`src/rtl/cacheline_adapter.sv`:
```
`default_nettype none
// ============================================================================
// Module      : cacheline_adapter
// Description : Serializes cache line fills/writebacks into 64-bit memory bursts.
// Revision    : 1.0 - initial release
// ============================================================================
module cacheline_adapter #(
    parameter int LINE_BITS = 256,
    parameter int BEAT_BITS = 64
) (
    input  logic                 clk,
    input  logic                 rst,
    input  logic [31:0]          dfp_addr,
    input  logic                 dfp_read,
    input  logic                 dfp_write,
    input  logic [LINE_BITS-1:0] dfp_wdata,
    output logic [LINE_BITS-1:0] dfp_rdata,
    output logic                 dfp_resp,
    input  logic                 bmem_ready,
    output logic [31:0]          bmem_addr,
    output logic                 bmem_read,
    output logic                 bmem_write,
    output logic [BEAT_BITS-1:0] bmem_wdata,
    input  logic                 bmem_rvalid,
    input  logic [BEAT_BITS-1:0] bmem_rdata
);

    localparam int c_BEATS = LINE_BITS / BEAT_BITS;
    localparam int c_CNT_W = (c_BEATS > 1) ? $clog2(c_BEATS) : 1;
    localparam int c_OFF_W = $clog2(LINE_BITS / 8);
    localparam logic [c_CNT_W-1:0] c_LAST = c_CNT_W'(c_BEATS - 1);
    localparam logic [c_CNT_W-1:0] c_ONE  = c_CNT_W'(1);

    typedef enum logic [1:0] {
        IDLE    = 2'd0,
        RD_WAIT = 2'd1,
        WR_BEAT = 2'd2,
        RESP    = 2'd3
    } state_t;

    state_t                             r_state, w_state_next;
    logic [c_CNT_W-1:0]                 r_cnt, w_cnt_next;
    logic [c_BEATS-1:0][BEAT_BITS-1:0]  r_buf, w_buf_next, w_wline;
    logic [31:0]                        r_addr, w_addr_next, w_aligned;
    logic [LINE_BITS-1:0]               r_rdata, w_rdata_next;
    logic                               w_unused_addr;

    assign w_wline       = dfp_wdata;
    assign w_aligned     = {dfp_addr[31:c_OFF_W], {c_OFF_W{1'b0}}};
    assign w_unused_addr = ^dfp_addr[c_OFF_W-1:0];
    assign dfp_rdata     = r_rdata;

    always_comb begin
        w_state_next = r_state;
        w_cnt_next   = r_cnt;
        w_buf_next   = r_buf;
        w_addr_next  = r_addr;
        w_rdata_next = r_rdata;
        bmem_read    = 1'b0;
        bmem_write   = 1'b0;
        bmem_addr    = '0;
        bmem_wdata   = '0;
        dfp_resp     = 1'b0;

        case (r_state)
            IDLE: begin
                // Beat 0 goes out in the accept cycle straight from the request bus.
                if (dfp_write && bmem_ready) begin
                    bmem_write   = 1'b1;
                    bmem_addr    = w_aligned;
                    bmem_wdata   = w_wline[0];
                    w_buf_next   = w_wline;
                    w_addr_next  = w_aligned;
                    w_cnt_next   = c_ONE;
                    w_state_next = WR_BEAT;
                end else if (dfp_read && bmem_ready) begin
                    bmem_read    = 1'b1;
                    bmem_addr    = w_aligned;
                    w_addr_next  = w_aligned;
                    w_cnt_next   = '0;
                    w_state_next = RD_WAIT;
                end
            end
            WR_BEAT: begin
                bmem_write = 1'b1;
                bmem_addr  = r_addr;
                bmem_wdata = r_buf[r_cnt];
                w_cnt_next = r_cnt + c_ONE;
                if (r_cnt == c_LAST) begin
                    w_state_next = RESP;
                end
            end
            RD_WAIT: begin
                if (bmem_rvalid) begin
                    w_buf_next[r_cnt] = bmem_rdata;
                    w_cnt_next        = r_cnt + c_ONE;
                    if (r_cnt == c_LAST) begin
                        w_rdata_next = w_buf_next;
                        w_state_next = RESP;
                    end
                end
            end
            RESP: begin
                dfp_resp     = 1'b1;
                w_state_next = IDLE;
            end
            default: w_state_next = IDLE;
        endcase

        // Nothing leaves the block while reset is asserted.
        if (rst) begin
            bmem_read  = 1'b0;
            bmem_write = 1'b0;
            bmem_addr  = '0;
            bmem_wdata = '0;
            dfp_resp   = 1'b0;
        end
    end

    always_ff @(posedge clk) begin
        if (rst) begin
            r_state <= IDLE;
            r_cnt   <= '0;
            r_buf   <= '0;
            r_addr  <= '0;
            r_rdata <= '0;
        end else begin
            r_state <= w_state_next;
            r_cnt   <= w_cnt_next;
            r_buf   <= w_buf_next;
            r_addr  <= w_addr_next;
            r_rdata <= w_rdata_next;
        end
    end

endmodule
`default_nettype wire

```
`config.mk`:
```
export PLATFORM = sky130hd
export DESIGN_NAME = cacheline_adapter
export DESIGN_NICKNAME = d
export VERILOG_FILES = /design/src/rtl/cacheline_adapter.sv
export SDC_FILE = /design/constraint.sdc
export NUM_CORES = 1
export LEC_CHECK = 0
export CORE_AREA = 2 2 276 278
export CTS_CLUSTER_SIZE = 12
export DETAILED_ROUTE_END_ITERATION = 10
export DIE_AREA = 0 0 278 280
export HOLD_SLACK_MARGIN = 0.05
export MAX_ROUTING_LAYER = met4
export SLEW_MARGIN = 10
export SYNTH_ARGS = -nofsm -noshare
export SYNTH_HDL_FRONTEND = slang
export SYNTH_SLANG_ARGS = --single-unit
```
`constraint.sdc`:
```
create_clock -name clk -period 2.5 [get_ports clk]
set_input_delay 0.5 -clock clk [delete_from_list [all_inputs] [get_ports clk]]
set_output_delay 0.5 -clock clk [all_outputs]
set_load 0.01 [all_outputs]
```
======== Yosys cells after proc, flatten, opt, wreduce, memory -nomap -nowiden ========
Index checks and enable logic that the tools add are counted.
operators by class
  add/sub/neg operators ................... 1
  order comparisons ....................... 2
  equal/unequal tests ..................... 7
  muxes and demuxes ....................... 35
  reduce and logical (&&, ||, !) cells .... 12
operator list
  kind                   count
  $mux W256              2
  $pmux W256 S2          1
  $bwmux W256            1
  $mux W64               4
  $mux W32               5
  $bmux W64 S2           1
  $demux W64 S2          1
  $pmux W64 S2           1
  $pmux W32 S2           1
  $mux W2                7
  $reduce_and A3 Y1      3
  $mux W1                8
  $pmux W2 S4            1
  $eq A2 B2 Y1 const B   3
  $pmux W2 S3            1
  $ne A2 B2 Y1 const B   2
  $reduce_and A2 Y1      2
  $reduce_bool A2 Y1     2
  $logic_and A1 B1 Y1    3
  $lt A2 B3 Y1 const B   1
  $ne A3 B3 Y1 const B   1
  $reduce_bool A3 Y1     1
  $add A2 B1 Y2 const B  1
  $eq A2 B1 Y1 const B   1
  other kinds (3)        3
storage, ports and cells
  register bits after elaboration ......... 548
  bits of input ports ..................... 358
  output and inout bits ................... 355
  logic and storage cells ................. 65

======== Logic depth before layout (Yosys ltp) ========
Gate-level depths: netlist of the first run.
  depth after elaboration ................. 7
  depth in mapped cells ................... 11

======== Worst setup path after synthesis of the first run ========
No wires, ideal clock.
  path kind ............................... register to output
  start ................................... register r_state[0]
  end ..................................... output port bmem_wdata[0]
  arrival ................................. 1.598 ns
  required time ........................... 2.000 ns
  setup slack ............................. 0.402 ns
  stages on the path, launching flop included .. 7
  buffers on the path ..................... 2
  cell sequence ........................... dfxtp_1 > inv_1 > ha_1 > buf_2 > o21ai_1 > clkbuf_1 > nor2_1
between the ends
  longest elaborated chain between the ends .. 3
  elaborated cells between the ends (all ways) .. 4
  classes of those cells .................. eq/ne (1); mux (2); reduce/logical (1)
ends and longest elaborated chain
  item                                                     line  text
  start: declaration                                       41    state_t r_state, w_state_next;
  start signal: assignment                                 128   r_state <= w_state_next;
  $eq A2 B2 Y1 / $logic_not A2 Y1 (equally long branches)  65    case (r_state)
  $pmux W64 S2 *                                           65
  $mux W64 *                                               111   if (rst) begin
  end: declaration                                         23    output logic [BEAT_BITS-1:0] bmem_wdata,
Mark *: on every way between the ends. The rest lies on a longest branch, timed or not.

======== Worst setup path after layout of the first run ========
  start ................................... register r_state[0]
  end ..................................... output port bmem_addr[31]
between the ends
  longest elaborated chain between the ends .. 3
  elaborated cells between the ends (all ways) .. 4
  classes of those cells .................. eq/ne (1); mux (2); reduce/logical (1)
ends and longest elaborated chain
  item                                                     line  text
  $eq A2 B2 Y1 / $logic_not A2 Y1 (equally long branches)  65
  $pmux W32 S2 *                                           65
  $mux W32 *                                               111
  end: declaration                                         20    output logic [31:0] bmem_addr,
Marked as above.

==> results of run 1 <==
-- metal layers --
| layer | track usage | vias up | routed length (um) |
|---|---|---|---|
| li1 | - | 12111 | - |
| met1 | 0.348 | 12230 | 47300 |
| met2 | 0.440 | 897 | 53000 |
| met3 | 0.0524 | 207 | 6780 |
| met4 | 0.101 | 0 | 4090 |
| met5 | - | - | 0 |
-- cell usage in the layout (no fill, tap or decap), types with 67 or more instances in the layout --
cell,count
mux2i_1,322
clkbuf_16,77
a21oi_1,81
o21ai_0,258
buf_2,74
buf_6,68
a211oi_1,212
clkdlybuf4s50_1,607
nand2_1,421
buf_12,67
o2bb2ai_1,256
dfxtp_1,539
buf_4,110
a21oi_2,76
nor2_1,252
-- cells in the mapped netlist --
master / count / share of area
o31ai_1: 1 / 0.00029
nor4b_1: 1 / 0.00034
o22ai_1: 63 / 0.015
buf_1: 7 / 0.0010
ha_1: 9 / 0.0044
o221ai_1: 1 / 0.00034
o21ai_0: 258 / 0.050
o2bb2ai_1: 256 / 0.088
nor3_1: 1 / 0.00020
buf_4: 40 / 0.012
nand4_1: 1 / 0.00024
nand3_1: 1 / 0.00020
nand3b_1: 1 / 0.00029
conb_1: 1 / 0.00015
nand2b_1: 2 / 0.00049
nor2_1: 277 / 0.041
a211oi_2: 1 / 0.00049
nand2_2: 1 / 0.00024
a21oi_1: 169 / 0.033
a32o_1: 1 / 0.00039
mux2i_1: 384 / 0.15
nor2_2: 1 / 0.00024
dfxtp_1: 543 / 0.42
or2_2: 1 / 0.00024
nand2_1: 438 / 0.064
clkbuf_1: 100 / 0.015
a211oi_1: 212 / 0.062
buf_6: 23 / 0.010
inv_1: 5 / 0.00073
and3_1: 2 / 0.00049
nor2b_1: 3 / 0.00073
o21ai_1: 1 / 0.00020
buf_2: 119 / 0.023
-- sequential cells by signal, indices dropped and copies added (netlist names) --
register / count
dfp_rdata: 256
r_addr: 27
r_buf: 256
r_cnt: 2
r_state: 2
-- stage by stage --
step                 util  hold slack [ns]  total power [W]  cells
CTS                 0.509            0.279           0.0363   4673
floorplan               -            0.437           0.0196   2928
finish              0.531            0.327           0.0381   4728
global placement    0.453            0.442           0.0238   4463
detailed placement  0.453            0.446           0.0239   4463
global route        0.531            0.316           0.0399   4726
-- critical path: stages, from the launching register on --
cell and delay (ns):
dfxtp_2 0.33, inv_2 0.05, buf_6 0.11, ha_4 0.17, buf_6 0.13, o21ai_4 0.20
buf_12 0.14, buf_12 0.13, buf_16 0.14, buf_12 0.12, a21oi_2 0.04, buf_2 0.14
-- layout make-up --
type / instances / area (um2) / share of cell area
tap: 978 / 1220 / 0.0306
clock inverter: 21 / 231 / 0.00580
inverter: 5 / 21.3 / 0.000533
clock buffer: 99 / 2020 / 0.0506
sequential: 543 / 10900 / 0.272
antenna: 20 / 50.0 / 0.00125
multi-input combinational: 2091 / 15100 / 0.378
timing repair buffer: 971 / 10400 / 0.260
-- worst max-delay path by stage --
stage | start | end | slack (ns) | cells past startpoint
global placement | dfp_write | bmem_wdata[30] | -0.36 | 6
detailed placement | dfp_write | bmem_wdata[30] | -0.36 | 6
CTS | r_state[0]$_SDFFE_PP0P_ | bmem_wdata[57] | -0.36 | 11
floorplan | r_state[0]$_SDFFE_PP0P_ | bmem_wdata[0] | 0.40 | 6
global route | r_state[1]$_SDFFE_PP0P_ | bmem_wdata[6] | -0.36 | 11
finish | r_state[0]$_SDFFE_PP0P_ | bmem_addr[31] | -0.29 | 11
-- power by group through the flow --
stage / logic [W] / clock network, W / registers (W)
after floorplan: 0.00794 / 0 / 0.0117
after detailed placement: 0.0118 / 0 / 0.0121
after global routing: 0.0169 / 0.0104 / 0.0126
after global placement: 0.0117 / 0 / 0.0121
after CTS: 0.0142 / 0.0101 / 0.0121
final: 0.0158 / 0.00989 / 0.0124
-- repair_timing --
item,in CTS,in global routing
buffers inserted,69,35
hold buffers,0,0
setup endpoints to repair,93,318
pin swaps,32,61
cloned,22,8
gates resized for setup,581,287
-- cell families (layout without fill, tap and decap cells) --
group           Yosys count  in the layout  share of synthesized area
compound gates          963            963                      0.250
fa+ha+maj                 9              9                    0.00440
buf+inv                 294           1096                     0.0616
flops                   543            543                      0.425
mux                     384            384                      0.150
other cells               1             25                   0.000147
simple gates            730            730                      0.109
==> flow_summary.ini, run 1 <==
[status]
status = finished with violations
violations = negative setup slack

[sta]
period_share = 1.11
finClkSkew_ns = 0.0318
setup_viol = 92
drv_slew = 0
setup-tns-final_ns = -19.62
finalHoldViolations = 0
rsz0062_at_grt = yes
fmax_mhz = 359
worst_slack_ns = -0.286
worstMarginPinSlew_ns = 1.04
relSlewSlack = 0.306
min_period_ns = 2.79

[floorplanning]
die_w_um = 278
die_h_um = 280
die_area_um2 = 77800
core.rowCount = 101
start_util = 0.340
core_um2 = 75200
pin_count = 713

[route]
drtIter0Drc = 1846
vias = 25445
drt_pass1_iterations = 5
wl_per_cell_um = 23.5
drc = 0
viasPerCell = 5.38
detail-route-antenna-nets = 0
routed_wirelength_um = 111000

[synth]
synth_area_per_cell_um2 = 8.75
synth-seq-area-share = 0.425
synth_cells = 2924
yosys_warnings = 0
syn_area_um2 = 25600
ys_types = 33
synth_seq_cells = 543

[cells_and_area]
nFillCells = 6817
final_nets = 4045
finalInstanceArea_um2 = 39900
drive_gt1_frac = 0.200
syn_to_final_growth_pct = 56.0

[global_route]
grt_max_degree = 177
grt_pass1_wl_um = 159000
antenna_found_initial = 18
grt_pass1_vias = 24086
grt.total_usage = 0.276
grt_overflow = 0

[critical_path]
r2r-end = r_buf[148]$_SDFFE_PP0P_
worstSetupStartpointType = flop
crit_type = flop to output port
critical_path_required_ns = 2.00
reg2reg_slack_ns = 0.09
crit_fanout = 5
rr_startpoint = r_cnt[0]$_SDFFE_PP0P_
rr_worst_depth = 11
endpoint_kind = output port
crit_arrival_ns = 2.29

[cts]
worstSkewPairLatency_ns = 0.61
cts_root_buf = clkbuf_16
cts_made_buffers = 66
cts.path.max_buffers = 3
clkSinkCount = 543
clkTransAtPathRegs_ns = 0.05
cts_tree = done
htreeDepth = 3

[placed_design]
placed_area_um2 = 34100
pre_cts_slack_ns = -0.362
port_buffers = 702
place_congestion = 0.882
place_hpwl_um = 69300

[power]
p_leak_nw = 13.3
swShare = 0.373
switchingPower_w = 0.0142
combPwrFrac = 0.416
irDropWorstVdd_uv = 520
p_per_area_nw_per_um2 = 953
p_clk_frac = 0.260
p_seq_frac = 0.325
intPower_w = 0.0239

[min_path]
min_path_cells = 3
worstHoldEndpoint = r_state[0]$_SDFFE_PP0P_
hp-class = input pin to flop
min-delay-start = rst

[run]
max_cap_viol_count = 0
Note: power is estimated with default switching activity, not from simulation.
==> run 2: changes to the inputs <==
Settings changed: RECOVER_POWER set to 100.
==> run 2 against run 1 <==
Against the previous run:
- the flow still finishes with violations (negative setup slack)
- clock skew is 0.0027 ns higher
- register-to-register slack worse by 0.25 ns
- via count is 0.10% higher
- sequential power hardly changed
- power is 0.16% lower
- final cell count stayed put
- first-iteration DRC count is 1.5% higher
- critical path depth stayed put
- die area stayed put
- setup slack better by 0.0066 ns
- critical endpoint unchanged
==> flow_summary.ini, run 2 (same netlist as run 1, synthesis figures left out) <==
[status]
status = finished with violations
violations = negative setup slack

[critical_path]
crit_fanout = 5
endpoint_kind = output port
worstSetupStartpointType = flop
crit_arrival_ns = 2.28
critical_path_required_ns = 2.00
rr_worst_depth = 10
crit_type = flop to output port

[placed_design]
port_buffers = 702
place_hpwl_um = 69300
place_congestion = 0.882
dp.cells = 4463

[sta]
relSlewSlack = 0.300
worstMarginPinSlew_ns = 1.05
rsz0062_at_grt = yes
setup-tns-final_ns = -21.08
hold_ws_ns = 0.331
setup_viol = 176
finClkSkew_ns = 0.0344
fmax_mhz = 360
worst_slack_ns = -0.279
drv_slew = 0
finalHoldViolations = 0
period_share = 1.11
min_period_ns = 2.78

[cells_and_area]
drive_gt1_frac = 0.198
final_cell_mix = dfxtp_1 (539), nand2_1 (421), clkdlybuf4s50_1 (351)
final_common_cell = dfxtp_1
syn_to_final_growth_pct = 55.7
final_nets = 4045
nFillCells = 6837
multiInputGateArea_um2 = 15100
layoutNonFillerInstCount = 4728
ff_latch_area_um2 = 10900

[floorplanning]
die_h_um = 280
pin_count = 713
die_area_um2 = 77800
core.rowCount = 101
die_w_um = 278
core_um2 = 75200
start_util = 0.340

[cts]
worstSkewPairLatency_ns = 0.61
cts_root_buf = clkbuf_16
cts.path.max_buffers = 3
htreeDepth = 3
cts_made_buffers = 66
clkTransAtPathRegs_ns = 0.05
clkSinkCount = 543
cts_hold_buf = 0
cts_tree = done

[min_path]
min_path_cells = 3
hp-class = input pin to flop

[power]
p_leak_nw = 14.2
p_per_area_nw_per_um2 = 954
irDropWorstVdd_uv = 521

[global_route]
antenna_found_initial = 18
grt_pass1_vias = 24086
met2_usage = 0.440
grt_use_met3 = 0.0524
grt_overflow = 0
grt.total_usage = 0.276
met1_usage = 0.348
grt_max_degree = 177
grt-busiest-layer = met2
grt_pass1_wl_um = 159000

[route]
drtIter0Drc = 1873
drc = 0
vias = 25471
detail-route-antenna-nets = 0
drt_pass1_iterations = 7
viasPerCell = 5.39
routed_wirelength_um = 111000
wl_per_cell_um = 23.5

[run]
max_cap_viol_count = 0
[run 2: cell count changes in the layout (fill, tap and decap cells not counted), moves of 2 or more]
cell	before	now
buf_12	67	62
buf_4	110	107
clkbuf_1	13	16
clkbuf_4	0	2
clkdlybuf4s50_1	607	351
dlygate4sd3_1	0	256
[run 2: through the flow]
| step | instance area (um2) | worst slack (ns) | power [W] | utilization |
|---|---|---|---|---|
| after CTS | 38300 | -0.359 | 0.0363 | 0.509 |
| after global placement | 34100 | -0.359 | 0.0238 | 0.453 |
| after detailed placement | 34100 | -0.362 | 0.0239 | 0.453 |
| final | 39800 | -0.279 | 0.0380 | 0.530 |
| after floorplan | 25600 | 0.402 | 0.0196 | - |
| after global routing | 39800 | -0.359 | 0.0398 | 0.530 |
[run 2: critical path, stage by stage, from the launching register on]
cell,delay (ns)
dfxtp_4,0.36
buf_6,0.10
inv_4,0.03
ha_4,0.16
buf_6,0.12
o21ai_4,0.20
buf_12,0.14
buf_12,0.13
buf_16,0.14
buf_12,0.12
a21oi_2,0.04
buf_2,0.14
[run 2: repair_timing]
| action | CTS | global route |
|---|---|---|
| endpoints found under the setup margin | 93 | 318 |
| buffers inserted | 69 | 35 |
| gates resized for setup | 581 | 287 |
| pin swaps | 32 | 61 |
| gates cloned | 22 | 8 |
[run 2: worst paths after layout]
check,start,end,slack (ns)
hold / removal,rst,r_state[0]$_SDFFE_PP0P_,0.33
setup / recovery,r_state[1]$_SDFFE_PP0P_,bmem_addr[31],-0.28
setup reg to reg,r_cnt[0]$_SDFFE_PP0P_,dfp_rdata[33]$_SDFFE_PP0P_,-0.16
hold reg to reg,dfp_rdata[205]$_SDFFE_PP0P_,dfp_rdata[205]$_SDFFE_PP0P_,0.45
[run 2: layout make-up]
type	instances	area share
Antenna cell	20	0.00126
Clock buffer	99	0.0507
Clock inverter	21	0.00581
Inverter	5	0.000534
Multi-Input combinational cell	2091	0.379
Sequential cell	543	0.273
Tap cell	978	0.0307
Timing Repair Buffer	971	0.259
[run 2: where the power goes]
part	total [W]	switching (W)	internal (W)
Clock	0.00990	0.00397	0.00593
Combinational	0.0158	0.00840	0.00737
Sequential	0.0124	0.00183	0.0105
[run 2: routing by layer]
layer	part of all wire	wire length [um]
met5	0	0
met4	0.037	4080
met3	0.061	6820
met2	0.48	52900
met1	0.43	47300
==> run 3: changes to the inputs <==
Settings changed: HOLD_SLACK_MARGIN 0.05 to 0.15, SKIP_LAST_GASP set to 1.
==> run 3 against run 2 <==
Against the previous run:
- the run still ends with negative setup slack left
- sequential share of layout area rose by 0.14 points
- wire length about the same
- power down 0.54%
- non-clock buffer count up 7
- die area unchanged
- sequential power is essentially flat
==> flow_summary.ini, run 3 (same netlist as run 1, synthesis figures left out) <==
[cells_and_area]
ff_latch_area_um2 = 10900
finalInstanceArea_um2 = 39600
final_cell_mix = dfxtp_1 (539), nand2_1 (418), clkdlybuf4s50_1 (351)
syn_to_final_growth_pct = 54.8
drive_gt1_frac = 0.197
final_nets = 4052
multiInputGateArea_um2 = 14900
nFillCells = 6859
final_common_cell = dfxtp_1

[floorplanning]
die_area_um2 = 77800
die_w_um = 278
core.rowCount = 101
core_um2 = 75200
die_h_um = 280
start_util = 0.340
pin_count = 713

[route]
wl_met2_um = 52800
vias = 25384
detail-route-antenna-nets = 0
drt_pass1_iterations = 7
wl_per_cell_um = 23.4
drtIter0Drc = 1858
routed-wl-met3_um = 6900
m1WireLength_um = 47200
routed_wirelength_um = 111000
viasPerCell = 5.36
drc = 0
top_layer = met4

[cts]
cts_made_buffers = 66
clkSinkCount = 543
cts_root_buf = clkbuf_16
worstSkewPairLatency_ns = 0.61
clkTransAtPathRegs_ns = 0.05
cts_tree = done
htreeDepth = 3
cts_hold_buf = 0
cts.path.max_buffers = 3

[power]
p_per_area_nw_per_um2 = 954
p_leak_nw = 14.2
irDropWorstVdd_uv = 522
total_power_w = 0.0378

[critical_path]
crit_end = bmem_wdata[10]
worstSetupStartpointType = flop
crit_type = flop to output port
rr_worst_depth = 10
path_cells = buf_6 > inv_4 > ha_4 > buf_6 > o21ai_4 > buf_12 > buf_12 > buf_16 > nor2_1 > clkdlybuf4s15_1
startpoint = r_state[1]$_SDFFE_PP0P_
reg2reg_slack_ns = -0.16
r2r-end = dfp_rdata[33]$_SDFFE_PP0P_
crit_arrival_ns = 2.29
rr_startpoint = r_state[1]$_SDFFE_PP0P_
slowest_stage = dfxtp_2
slowest_delay_ns = 0.36
endpoint_kind = output port
crit_fanout = 7
critical_path_required_ns = 2.00

[sta]
period_share = 1.11
min_period_ns = 2.79
fmax_mhz = 359
finalHoldViolations = 0
hold_ws_ns = 0.330
rsz0062_at_grt = yes
worstMarginPinSlew_ns = 1.04
finClkSkew_ns = 0.0321
drv_slew = 0
setup-tns-final_ns = -21.43
relSlewSlack = 0.305
worst_slack_ns = -0.287
setup_viol = 173

[min_path]
hp-class = input pin to flop
min-delay-start = rst

[global_route]
grt_max_degree = 177
antenna_found_initial = 22
grt.total_usage = 0.276
grt_pass1_vias = 24025
grt_overflow = 0
grt_pass1_wl_um = 159000

[placed_design]
pre_cts_slack_ns = -0.362
port_buffers = 702
place_hpwl_um = 69300
placed_area_um2 = 34100
place_congestion = 0.882

[status]
violations = negative setup slack
status = finished with violations

[run]
max_cap_viol_count = 0
==> run 3: worst min path at each step <==
stage,endpoint,slack (ns),depth (start not counted)
6_report,r_state[0]$_SDFFE_PP0P_,0.33,3
5_1_grt,r_state[0]$_SDFFE_PP0P_,0.32,3
4_1_cts,r_state[0]$_SDFFE_PP0P_,0.28,3
3_5_place_dp,dfp_rdata[253]$_SDFFE_PP0P_,0.45,2
3_3_place_gp,dfp_rdata[230]$_SDFFE_PP0P_,0.44,2
2_1_floorplan,r_addr[10]$_SDFFE_PP0P_,0.44,2
==> run 3: cell type report <==
type	instances	area share
clock buffers	99	0.0510
flip-flops and latches	543	0.275
well taps	978	0.0309
clock inverters	21	0.00584
repair buffers	978	0.259
multi-input cells	2091	0.376
diodes	24	0.00152
inverters	5	0.000537
==> run 3: timing repair <==
item,in CTS,in global routing
buffers inserted,69,45
endpoints found under the setup margin,93,317
pin swaps,25,50
cloned,22,7
gates resized for setup,467,352
==> run 3: through the flow <==
| stage | utilization | instances |
|---|---|---|
| 2_1_floorplan | - | 2928 |
| 3_3_place_gp | 0.453 | 4463 |
| 6_report | 0.527 | 4739 |
| 4_1_cts | 0.508 | 4673 |
| 5_1_grt | 0.527 | 4737 |
| 3_5_place_dp | 0.453 | 4463 |
==> run 3: layer usage <==
metal	up-vias	track usage
met5	-	-
met4	0	0.102
met3	192	0.0515
met2	891	0.438
met1	12191	0.349
li1	12110	-
==> run 3: report_power, final <==
| group | switching, W | internal [W] |
|---|---|---|
| clock | 0.00398 | 0.00593 |
| combinational | 0.00836 | 0.00724 |
| sequential | 0.00178 | 0.0105 |
| total | 0.0141 | 0.0237 |
==> run 3: worst max-delay path: cells and delay by family, from the launching register on <==
kind | cells | cell delay [ns]
compound gates | 1 | 0.21
fa+ha+maj | 1 | 0.16
buf+inv | 7 | 0.92
flops | 1 | 0.36
simple gates | 1 | 0.05
